$ cat config.mk
export PLATFORM = sky130hd
export DESIGN_NAME = frame_buffer_reader
export DESIGN_NICKNAME = d
export VERILOG_FILES = /design/src/rtl/frame_buffer_reader.sv
export SDC_FILE = /design/constraint.sdc
export NUM_CORES = 1
export LEC_CHECK = 0
export BUFFER_PORTS_ARGS = -buffer_cell sky130_fd_sc_hd__buf_2
export CELL_PAD_IN_SITES_DETAIL_PLACEMENT = 0
export CELL_PAD_IN_SITES_GLOBAL_PLACEMENT = 2
export CORE_ASPECT_RATIO = 1.2
export CORE_MARGIN = 3
export CORE_UTILIZATION = 34
export DETAILED_ROUTE_END_ITERATION = 10
export PLACE_DENSITY_LB_ADDON = 0.2
export SLEW_MARGIN = 20
export SYNTH_ARGS = -nofsm -noshare
export SYNTH_HDL_FRONTEND = slang
export SYNTH_SLANG_ARGS = --single-unit
$ cat constraint.sdc
create_clock -name pclk -period 3 [get_ports pclk]
set_input_delay 0.6 -clock pclk [delete_from_list [all_inputs] [get_ports pclk]]
set_output_delay 0.6 -clock pclk [all_outputs]
set_load 0.01 [all_outputs]
$ cat src/rtl/frame_buffer_reader.sv
// VGA timing generator that reads a 320x240 RGB565 frame buffer and shows it 2x upscaled.
// Counter state at cycle t reaches every output at cycle t+3, matching a 1-cycle synchronous RAM.
module frame_buffer_reader #(
   parameter int H_VISIBLE = 640,
   parameter int H_FP      = 16,
   parameter int H_SYNC    = 96,
   parameter int H_BP      = 48,
   parameter int V_VISIBLE = 480,
   parameter int V_FP      = 10,
   parameter int V_SYNC    = 2,
   parameter int V_BP      = 33
) (
   input  logic        pclk,
   input  logic        reset,
   output logic        oe,
   output logic [16:0] rAddr,
   input  logic [15:0] rData,
   output logic        h_sync,
   output logic        v_sync,
   output logic        de,
   output logic [3:0]  red,
   output logic [3:0]  green,
   output logic [3:0]  blue,
   output logic [9:0]  x_pixel,
   output logic [9:0]  y_pixel,
   output logic        frame_start
);

   localparam int H_TOTAL = H_VISIBLE + H_FP + H_SYNC + H_BP;
   localparam int V_TOTAL = V_VISIBLE + V_FP + V_SYNC + V_BP;
   localparam logic [9:0] H_LAST   = 10'(H_TOTAL - 1);
   localparam logic [9:0] V_LAST   = 10'(V_TOTAL - 1);
   localparam logic [9:0] H_VIS    = 10'(H_VISIBLE);
   localparam logic [9:0] V_VIS    = 10'(V_VISIBLE);
   localparam logic [9:0] HS_START = 10'(H_VISIBLE + H_FP);
   localparam logic [9:0] HS_END   = 10'(H_VISIBLE + H_FP + H_SYNC - 1);
   localparam logic [9:0] VS_START = 10'(V_VISIBLE + V_FP);
   localparam logic [9:0] VS_END   = 10'(V_VISIBLE + V_FP + V_SYNC - 1);

   logic [9:0]  h_cnt;
   logic [9:0]  v_cnt;
   logic        visible;
   logic        hs_n;
   logic        vs_n;
   logic [16:0] addr;

   logic        vis_1_r;
   logic        hs_1_r;
   logic        vs_1_r;
   logic [9:0]  h_1_r;
   logic [9:0]  v_1_r;

   logic        vis_2_r;
   logic        hs_2_r;
   logic        vs_2_r;
   logic [9:0]  h_2_r;
   logic [9:0]  v_2_r;

   logic        unused_data;
   assign unused_data = ^{rData[11], rData[5], rData[0]};

   // Horizontal and vertical raster counters; v advances only on the h wrap.
   always_ff @(posedge pclk) begin
      if (reset) begin
         h_cnt <= 10'd0;
         v_cnt <= 10'd0;
      end else if (h_cnt == H_LAST) begin
         h_cnt <= 10'd0;
         if (v_cnt == V_LAST) begin
            v_cnt <= 10'd0;
         end else begin
            v_cnt <= v_cnt + 10'd1;
         end
      end else begin
         h_cnt <= h_cnt + 10'd1;
      end
   end

   // Stage-0 decode; the address is y2*320 + x2 built as y2*256 + y2*64 + x2.
   always_comb begin
      visible = (h_cnt < H_VIS) && (v_cnt < V_VIS);
      hs_n    = !((h_cnt >= HS_START) && (h_cnt <= HS_END));
      vs_n    = !((v_cnt >= VS_START) && (v_cnt <= VS_END));
      addr    = ({8'd0, v_cnt[9:1]} << 8) + ({8'd0, v_cnt[9:1]} << 6) + {8'd0, h_cnt[9:1]};
   end

   // Stage 1: issue the read; the address holds through blanking.
   always_ff @(posedge pclk) begin
      if (reset) begin
         oe      <= 1'b0;
         rAddr   <= 17'd0;
         vis_1_r <= 1'b0;
         hs_1_r  <= 1'b1;
         vs_1_r  <= 1'b1;
         h_1_r   <= 10'd0;
         v_1_r   <= 10'd0;
      end else begin
         oe      <= visible;
         if (visible) begin
            rAddr <= addr;
         end else begin
            rAddr <= rAddr;
         end
         vis_1_r <= visible;
         hs_1_r  <= hs_n;
         vs_1_r  <= vs_n;
         h_1_r   <= h_cnt;
         v_1_r   <= v_cnt;
      end
   end

   // Stage 2: timing delayed one more cycle so it lines up with rData.
   always_ff @(posedge pclk) begin
      if (reset) begin
         vis_2_r <= 1'b0;
         hs_2_r  <= 1'b1;
         vs_2_r  <= 1'b1;
         h_2_r   <= 10'd0;
         v_2_r   <= 10'd0;
      end else begin
         vis_2_r <= vis_1_r;
         hs_2_r  <= hs_1_r;
         vs_2_r  <= vs_1_r;
         h_2_r   <= h_1_r;
         v_2_r   <= v_1_r;
      end
   end

   // Stage 3: output register; colour is forced to black outside the visible area.
   always_ff @(posedge pclk) begin
      if (reset) begin
         h_sync      <= 1'b1;
         v_sync      <= 1'b1;
         de          <= 1'b0;
         red         <= 4'd0;
         green       <= 4'd0;
         blue        <= 4'd0;
         x_pixel     <= 10'd0;
         y_pixel     <= 10'd0;
         frame_start <= 1'b0;
      end else begin
         h_sync  <= hs_2_r;
         v_sync  <= vs_2_r;
         de      <= vis_2_r;
         x_pixel <= h_2_r;
         y_pixel <= v_2_r;
         if (vis_2_r) begin
            red   <= rData[15:12];
            green <= rData[10:7];
            blue  <= rData[4:1];
         end else begin
            red   <= 4'd0;
            green <= 4'd0;
            blue  <= 4'd0;
         end
         frame_start <= vis_2_r && (h_2_r == 10'd0) && (v_2_r == 10'd0);
      end
   end

endmodule

==> impl_metrics.ini, run 1 <==
[setup_path]
setup.worst_path.start = v_cnt[1]
crit_required_ns = 3.35
critical_path_arrival_ns = 3.02
critical_path.cell_chain = inv_1 > fa_1 > fa_1 > nor2b_1 > o21a_1 > o21bai_1 > a2111oi_0 > a311o_1
worst_path_dominant_cell_family = adder cells
crit_path_frequent_cell = sky130_fd_sc_hd__fa_1
endpoint_kind = flop
worst_r2r_start = v_cnt[1]
critical_path.startpoint_type = flop
worstPathBufferInverterCount = 1
critPathMaxStageDelay_ns = 0.54
timing.setup.critical_path_class = reg -> reg
critical_path.slowest_cell = sky130_fd_sc_hd__fa_1
crit_fanout = 7

[place]
place_inst = 642
count_of_buffers_from_port_buffering = 67
place_congestion = 0.874
detailed_place_hpwl_microns = 5500

[synthesis]
avgSynthCellArea_sq_um = 9.89
ys_async_sr_fraction = 0
postSynthNetCount = 471
netlist_top_cells_area = sky130_fd_sc_hd__dfxtp_1 56%, sky130_fd_sc_hd__nor2b_1 8.1%, sky130_fd_sc_hd__ha_1 6.2%
synth_edf_count = 0
synthDistinctLibCells = 38
ys_seq_elements = 119
netlist.area_leader.share = 0.560
yosysWarnings = 0
post_synthesis_cells = 430
synthDominantAreaCellType = sky130_fd_sc_hd__dfxtp_1
postSynth.topFlopCell = sky130_fd_sc_hd__dfxtp_1
synthesis.area_sq_um = 4250
synth_sequential_area_ratio = 0.560

[global_routing]
globalRouteOverflowTotal = 0
first_global_vias = 2869
grt_pass1_wl_microns = 13500
initial_antenna_violation_count = 0
grt_util_all_layers = 0.124
grt_start_max_net_pins = 70

[detailed_routing]
dr.pass1.iters = 4
wire_per_inst_microns = 12.0
drt_iter0_markers = 105
postRouteAntennaNets = 0
drc_errors = 0
vias_per_cell = 4.45
drt_wl_total_microns = 8100
detailroute.via_count = 2995

[layout]
layoutNonFillerInstCount = 673
area.growth.synth_to_final_pct = 25.5
antenna_cells = 0
drive_above_1_share = 0.213
fill_cells = 1180
nets = 541

[power]
total_power_mw = 3.64
power.ir.vdd_worst_v = 0.000292
total_leakage_power_nw = 2.36
power.density_cell_area_nw_per_um2 = 682

[die]
die-area_sq_um = 13900
initial_utilization = 0.350
fp.dieW_microns = 108
core_area_sq_um = 12200
boundaryPins = 72
die_h_microns = 129
floorplan.rows = 44

[timing]
max_freq_ghz = 0.375
final_period_minus_worst_setup_slack_ns = 2.67
timing_worst_slew_pin_value_ns = 0.696
min_period_over_period = 0.889
number_of_hold_violations_in_the_final_report = 0
whs_ns = 0.397
unrepaired_setup_endpoints_after_global_routing = no
finalSetupTns_ns = 0
clock_skew_ns = 0.0102
setup_viol = 0
slew_violations = 0
max-slew-margin-rel = 0.532

[job]
cap_viol_max_count = 0

[clocking]
cts_tree = done
cts_htree_levels = 4
number_of_cts_inserted_buffers = 17
post-cts-setup-buffer-count = 0
clock_insertion_delay_worst_skew_ns = 0.40
clock_sink_count = 119
clk_root_buffer_cell = sky130_fd_sc_hd__clkbuf_16
clk_path_buf_depth = 2
cts.reportedPaths.clkPinSlew_ns = 0.06
cts_hold_buf = 0
cts_repair_resize_count = 0

[hold_path]
timing.hold.worst.start = rData[4]
hold_path_class = in -> reg

[run_status]
outcome = finished clean
metrics by stage:
stage                     setup slack [ns]  instance area (sq um)  utilization
after global routing                 0.106                   5340        0.439
after CTS                            0.309                   5340        0.439
final                                0.332                   5340        0.439
after detailed placement             0.329                   4750        0.390
after floorplan                      0.609                   4250            -
after global placement               0.411                   4750        0.390
per-layer routing:
metal  GRT usage  routed length, microns
met3      0.0447                     545
met1       0.157                    3890
met2       0.185                    3470
met4      0.0684                     200
met5           0                       0
area by class of cell:
| type | instances | area (sq um) | share of cell area |
|---|---|---|---|
| sequential | 119 | 2380 | 0.446 |
| inverter | 15 | 56.3 | 0.0105 |
| tap | 161 | 201 | 0.0377 |
| clock buffer | 20 | 467 | 0.0874 |
| timing repair buffer | 69 | 363 | 0.0680 |
| clock inverter | 11 | 124 | 0.0232 |
| multi-input combinational | 278 | 1740 | 0.327 |
synthesized netlist by cell type, types with 2 or more instances:
| cell type | instances |
|---|---|
| sky130_fd_sc_hd__and2_1 | 12 |
| sky130_fd_sc_hd__nor4_1 | 7 |
| sky130_fd_sc_hd__and3_1 | 9 |
| sky130_fd_sc_hd__o21a_1 | 3 |
| sky130_fd_sc_hd__or4_1 | 3 |
| sky130_fd_sc_hd__xnor2_1 | 11 |
| sky130_fd_sc_hd__inv_1 | 15 |
| sky130_fd_sc_hd__fa_1 | 2 |
| sky130_fd_sc_hd__o21ai_0 | 5 |
| sky130_fd_sc_hd__dfxtp_1 | 119 |
| sky130_fd_sc_hd__ha_1 | 21 |
| sky130_fd_sc_hd__xor2_1 | 6 |
| sky130_fd_sc_hd__a21oi_1 | 20 |
| sky130_fd_sc_hd__nor2_1 | 42 |
| sky130_fd_sc_hd__nor3_2 | 2 |
| sky130_fd_sc_hd__nor2b_1 | 55 |
| sky130_fd_sc_hd__a211oi_1 | 3 |
| sky130_fd_sc_hd__clkbuf_1 | 14 |
| sky130_fd_sc_hd__nand2_1 | 35 |
| sky130_fd_sc_hd__a21o_1 | 2 |
| sky130_fd_sc_hd__nand3_1 | 14 |
| sky130_fd_sc_hd__nor3_1 | 3 |
| sky130_fd_sc_hd__nand4_1 | 7 |
| sky130_fd_sc_hd__or2_2 | 5 |
| sky130_fd_sc_hd__buf_1 | 2 |
flip-flops by register name, summed over array words and instances (netlist names), 4 cells and up:
register,cells
x_pixel,10
v_1_r,10
h_2_r,10
red,4
v_2_r,10
v_cnt,10
green,4
rAddr,17
h_cnt,10
y_pixel,10
h_1_r,10
blue,4
layout by cell type, fill, tap and decap left out, types with 7 or more instances in the layout:
cell,instances
sky130_fd_sc_hd__a21oi_1,20
sky130_fd_sc_hd__and2_1,12
sky130_fd_sc_hd__and3_1,9
sky130_fd_sc_hd__buf_2,67
sky130_fd_sc_hd__clkbuf_16,17
sky130_fd_sc_hd__dfxtp_1,119
sky130_fd_sc_hd__ha_1,21
sky130_fd_sc_hd__inv_1,15
sky130_fd_sc_hd__nand2_1,35
sky130_fd_sc_hd__nand3_1,14
sky130_fd_sc_hd__nand4_1,7
sky130_fd_sc_hd__nor2_1,42
sky130_fd_sc_hd__nor2b_1,55
sky130_fd_sc_hd__nor4_1,7
sky130_fd_sc_hd__xnor2_1,11
kinds of logic (layout without fill, tap and decap cells):
kind of cell,count (synthesis),after routing,share of synthesized area
xor gates and xnor gates,17,17,0.0350
adders and majority gates,23,23,0.0712
buffers and inverters,33,115,0.0297
and+or+nand+nor,198,198,0.247
AOI/OAI and AO/OA,40,40,0.0574
DFF,119,119,0.560
final timing paths:
kind	slack, ns	endpoint	depth (start not counted)
hold / removal	0.40	blue[3]	2
hold reg to reg	0.41	hs_2_r	1
setup / recovery	0.33	rAddr[13]	8
setup reg to reg	0.33	rAddr[13]	8
where the power goes:
group	internal, mW	switching (mW)
sequential	1.60	0.00882
combinational	0.0247	0.0409
clock	1.28	0.687
total	2.90	0.737
worst register-to-register path, delay by kind of cell (launching register included):
| family | cells | cell delay (ns) |
|---|---|---|
| AO/OA/AOI/OAI | 4 | 0.85 |
| AND/OR/NAND/NOR | 1 | 0.17 |
| adder cells (fa/ha/maj) | 2 | 0.99 |
| buffers and inverters | 1 | 0.15 |
| flip-flops | 1 | 0.47 |
Note: power is estimated with default switching activity, not from simulation.
==> run 2, diff against run 1 <==
clock period = 3.05 ns   (was 3 ns; I/O delays follow)
==> impl_metrics.ini, run 2 (synthesis results as in run 1) <==
[die]
boundaryPins = 72
floorplan.rows = 44
fp.dieW_microns = 108
core_area_sq_um = 12200
initial_utilization = 0.350
die-area_sq_um = 13900
die_h_microns = 129

[setup_path]
crit_path_frequent_cell = sky130_fd_sc_hd__fa_1
worstReg2RegEnd = rAddr[13]
critPathMaxStageDelay_ns = 0.54
setup.worst_path.start = v_cnt[1]
critical_path.cell_chain = inv_1 > fa_1 > fa_1 > nor2b_1 > o21a_1 > o21bai_1 > a2111oi_0 > a311o_1
worst_r2r_start = v_cnt[1]
endpoint = rAddr[13]
reg2reg_slack_ns = 0.38
critical_path_arrival_ns = 3.01
timing.setup.critical_path_class = reg -> reg
crit_required_ns = 3.40
reg2reg_depth = 8
endpoint_kind = flop
critical_path.startpoint_type = flop
critical_path.slowest_cell = sky130_fd_sc_hd__fa_1
crit_fanout = 7

[detailed_routing]
vias_per_cell = 4.43
drt_iter0_markers = 116
drt_wl_total_microns = 7990
drc_errors = 0
wire_per_inst_microns = 11.8
dr.pass1.iters = 4
postRouteAntennaNets = 0
detailroute.via_count = 2988

[global_routing]
grt_start_max_net_pins = 71
first_global_vias = 2877
globalRouteOverflowTotal = 0
initial_antenna_violation_count = 0
grt_util_all_layers = 0.123
grt_pass1_wl_microns = 13400

[timing]
unrepaired_setup_endpoints_after_global_routing = no
slew_violations = 0
timing_worst_slew_pin_value_ns = 0.717
setup_viol = 0
final_period_minus_worst_setup_slack_ns = 2.67
min_period_over_period = 0.875
clock_skew_ns = 0.0129
max-slew-margin-rel = 0.518
number_of_hold_violations_in_the_final_report = 0
finalSetupTns_ns = 0
max_freq_ghz = 0.375
whs_ns = 0.400

[run_status]
outcome = finished clean

[clocking]
clk_root_buffer_cell = sky130_fd_sc_hd__clkbuf_16
clk_path_buf_depth = 2
clock_sink_count = 119
cts_tree = done
cts_hold_buf = 0
cts_htree_levels = 4
post-cts-setup-buffer-count = 0
cts.reportedPaths.clkPinSlew_ns = 0.06
clock_insertion_delay_worst_skew_ns = 0.40
number_of_cts_inserted_buffers = 17
cts_repair_resize_count = 0

[layout]
layout.cells.most_common_list = 119 x sky130_fd_sc_hd__dfxtp_1, 67 x sky130_fd_sc_hd__buf_2, 55 x sky130_fd_sc_hd__nor2b_1
drive_above_1_share = 0.212
nets = 542
antenna_cells = 0
mostFrequentLayoutCell = sky130_fd_sc_hd__dfxtp_1
area.growth.synth_to_final_pct = 27.8
postLayoutCoreUtil = 0.447
largest-register = rAddr
largest_reg_flops = 17

[job]
cap_viol_max_count = 0

[power]
power.density_cell_area_nw_per_um2 = 717
total_power_mw = 3.90
power.ir.vdd_worst_v = 0.000348
total_leakage_power_nw = 2.41

[place]
detailed_place_hpwl_microns = 5490
count_of_buffers_from_port_buffering = 67
place_congestion = 0.869

[hold_path]
hold_path_class = reg -> reg
run 2: changes by cell type in the layout (fill, tap and decap cells not counted):
| cell | change |
|---|---|
| sky130_fd_sc_hd__clkbuf_1 | +2 |
| sky130_fd_sc_hd__clkinvlp_4 | -2 |
| sky130_fd_sc_hd__clkbuf_8 | -1 |
| sky130_fd_sc_hd__buf_4 | +1 |
| sky130_fd_sc_hd__clkinv_2 | -2 |
| sky130_fd_sc_hd__bufinv_16 | +4 |
run 2: worst min-delay path by stage:
stage	depth (start not counted)	slack (ns)	from	end
2_1_floorplan	1	0.39	hs_2_r	h_sync
3_3_place_gp	1	0.39	vs_1_r	vs_2_r
3_5_place_dp	1	0.39	vs_2_r	v_sync
4_1_cts	2	0.38	rData[4]	blue[3]
5_1_grt	2	0.39	rData[4]	blue[3]
6_report	1	0.40	vs_2_r	v_sync
run 2: per-layer routing:
layer | share of wire | track usage | vias up
li1 | - | - | 1572
met1 | 0.48 | 0.155 | 1324
met2 | 0.43 | 0.184 | 83
met3 | 0.072 | 0.0492 | 9
met4 | 0.017 | 0.0565 | 0
met5 | 0 | 0 | -
run 2: cell type report:
cell class / count / area [sq um]
repair buffers: 70 / 370
clock buffers: 21 / 460
well taps: 161 / 201
inverters: 15 / 56.3
multi-input cells: 278 / 1740
clock inverters: 11 / 219
fillers: 1194 / 6730
flip-flops and latches: 119 / 2380
run 2: metrics by stage:
step / area (sq um) / setup slack [ns] / cells
floorplan: 4250 / 0.659 / 430
global placement: 4750 / 0.459 / 643
detailed placement: 4750 / 0.418 / 643
CTS: 5430 / 0.396 / 675
global route: 5430 / 0.213 / 675
finish: 5430 / 0.382 / 675
run 2: worst max-delay path: cells and delay by family, from the launching register on:
family	cells	cell delay, ns
AO/OA/AOI/OAI	4	0.83
flip-flops	1	0.47
adder cells (fa/ha/maj)	2	1.00
AND/OR/NAND/NOR	1	0.17
buffers and inverters	1	0.14
run 2: power breakdown:
part / switching [mW] / internal (mW)
Sequential: 0.00878 / 1.57
Clock: 0.674 / 1.58
Combinational: 0.0398 / 0.0251
Total: 0.722 / 3.18
==> run 3, diff against run 2 <==
CTS_BUF_LIST = sky130_fd_sc_hd__clkbuf_8 sky130_fd_sc_hd__clkbuf_16   (was default)
==> impl_metrics.ini, run 3 (synthesis results as in run 1) <==
[run_status]
outcome = finished clean

[setup_path]
crit_fanout = 7
worstPathBufferInverterCount = 1
critical_path_arrival_ns = 3.01
endpoint_kind = flop
reg2reg_depth = 8
critical_path.startpoint_type = flop
critPathMaxStageDelay_ns = 0.54
crit_required_ns = 3.40
critical_path_depth = 8
critical_path.cell_chain = inv_1 > fa_1 > fa_1 > nor2b_1 > o21a_1 > o21bai_1 > a2111oi_0 > a311o_1
critical_path.slowest_cell = sky130_fd_sc_hd__fa_1
worst_path_dominant_cell_family = adder cells
timing.setup.critical_path_class = reg -> reg
crit_path_frequent_cell = sky130_fd_sc_hd__fa_1

[timing]
final_period_minus_worst_setup_slack_ns = 2.67
timing_worst_slew_pin_value_ns = 0.718
clock_skew_ns = 0.0129
min_period_over_period = 0.875
max_freq_ghz = 0.375
finalSetupTns_ns = 0
unrepaired_setup_endpoints_after_global_routing = no
number_of_hold_violations_in_the_final_report = 0
slew_violations = 0
max-slew-margin-rel = 0.518
postLayoutSetupSlackWorst_ns = 0.382
setup_viol = 0

[detailed_routing]
drt_wl_total_microns = 7990
wire_per_inst_microns = 11.8
drt_iter0_markers = 117
drc_errors = 0
postRouteAntennaNets = 0
vias_per_cell = 4.42
dr.pass1.iters = 4
detailroute.via_count = 2984

[clocking]
post-cts-setup-buffer-count = 0
cts_htree_levels = 4
cts_repair_resize_count = 0
number_of_cts_inserted_buffers = 17
clock_sink_count = 119
clock_insertion_delay_worst_skew_ns = 0.40
clk_path_buf_depth = 2
cts.reportedPaths.clkPinSlew_ns = 0.06
clk_root_buffer_cell = sky130_fd_sc_hd__clkbuf_16
cts_tree = done
cts_hold_buf = 0

[place]
place_inst = 643
count_of_buffers_from_port_buffering = 67
pre_cts_slack_ns = 0.418
place_congestion = 0.869
detailed_place_hpwl_microns = 5490

[die]
initial_utilization = 0.350
floorplan.rows = 44
die_h_microns = 129
core_area_sq_um = 12200
die-area_sq_um = 13900
boundaryPins = 72
fp.dieW_microns = 108

[layout]
mostFrequentLayoutCell = sky130_fd_sc_hd__dfxtp_1
layout.cells.most_common_list = 119 x sky130_fd_sc_hd__dfxtp_1, 67 x sky130_fd_sc_hd__buf_2, 55 x sky130_fd_sc_hd__nor2b_1
nets = 542
area.growth.synth_to_final_pct = 27.8
antenna_cells = 0
largest-register = rAddr
largest_reg_flops = 17
postLayoutCoreUtil = 0.447
layoutNonFillerInstCount = 675
drive_above_1_share = 0.212

[hold_path]
hold_path_class = reg -> reg
hold_path_depth = 1

[global_routing]
grt_start_max_net_pins = 71
initial_antenna_violation_count = 0
globalRouteOverflowTotal = 0
first_global_vias = 2877
grt_util_all_layers = 0.123
grt_pass1_wl_microns = 13400

[power]
total_leakage_power_nw = 2.42
total_power_mw = 3.89
power.ir.vdd_worst_v = 0.000348
power.density_cell_area_nw_per_um2 = 716

[job]
cap_viol_max_count = 0
## run 3: cell types whose count changed in the layout (fill, tap and decap cells not counted)
cell / change
sky130_fd_sc_hd__clkbuf_1: -2
sky130_fd_sc_hd__inv_1: +2
## run 3: layout make-up
cell class | count | area, sq um
fill | 1194 | 6730
sequential | 119 | 2380
multi-input combinational | 278 | 1740
clock buffer | 19 | 453
timing repair buffer | 70 | 370
clock inverter | 13 | 226
tap | 161 | 201
inverter | 15 | 56.3
## run 3: routing by layer
layer  vias up  global-route usage  wire length (microns)
li1       1572                   -                      -
met1      1322               0.155                   3850
met2        81               0.184                   3430
met3         9              0.0492                    570
met4         0              0.0565                    136
met5         -                   0                      0
## run 3: power breakdown
part,internal (mW),switching [mW]
clock,1.57,0.674
combinational,0.0251,0.0398
sequential,1.57,0.00882
total,3.17,0.722
## run 3: worst paths after layout
check / from / endpoint / slack [ns]
worst max-delay path: v_cnt[1] / rAddr[13] / 0.38
worst min-delay path: vs_2_r / v_sync / 0.40
worst max register to register: v_cnt[1] / rAddr[13] / 0.38
worst min register to register: vs_2_r / v_sync / 0.40
## run 3: stage by stage
step                area [sq um]  hold WS [ns]
detailed placement          4750         0.393
global route                5430         0.390
global placement            4750         0.394
floorplan                   4250         0.389
finish                      5430         0.400
CTS                         5430         0.383
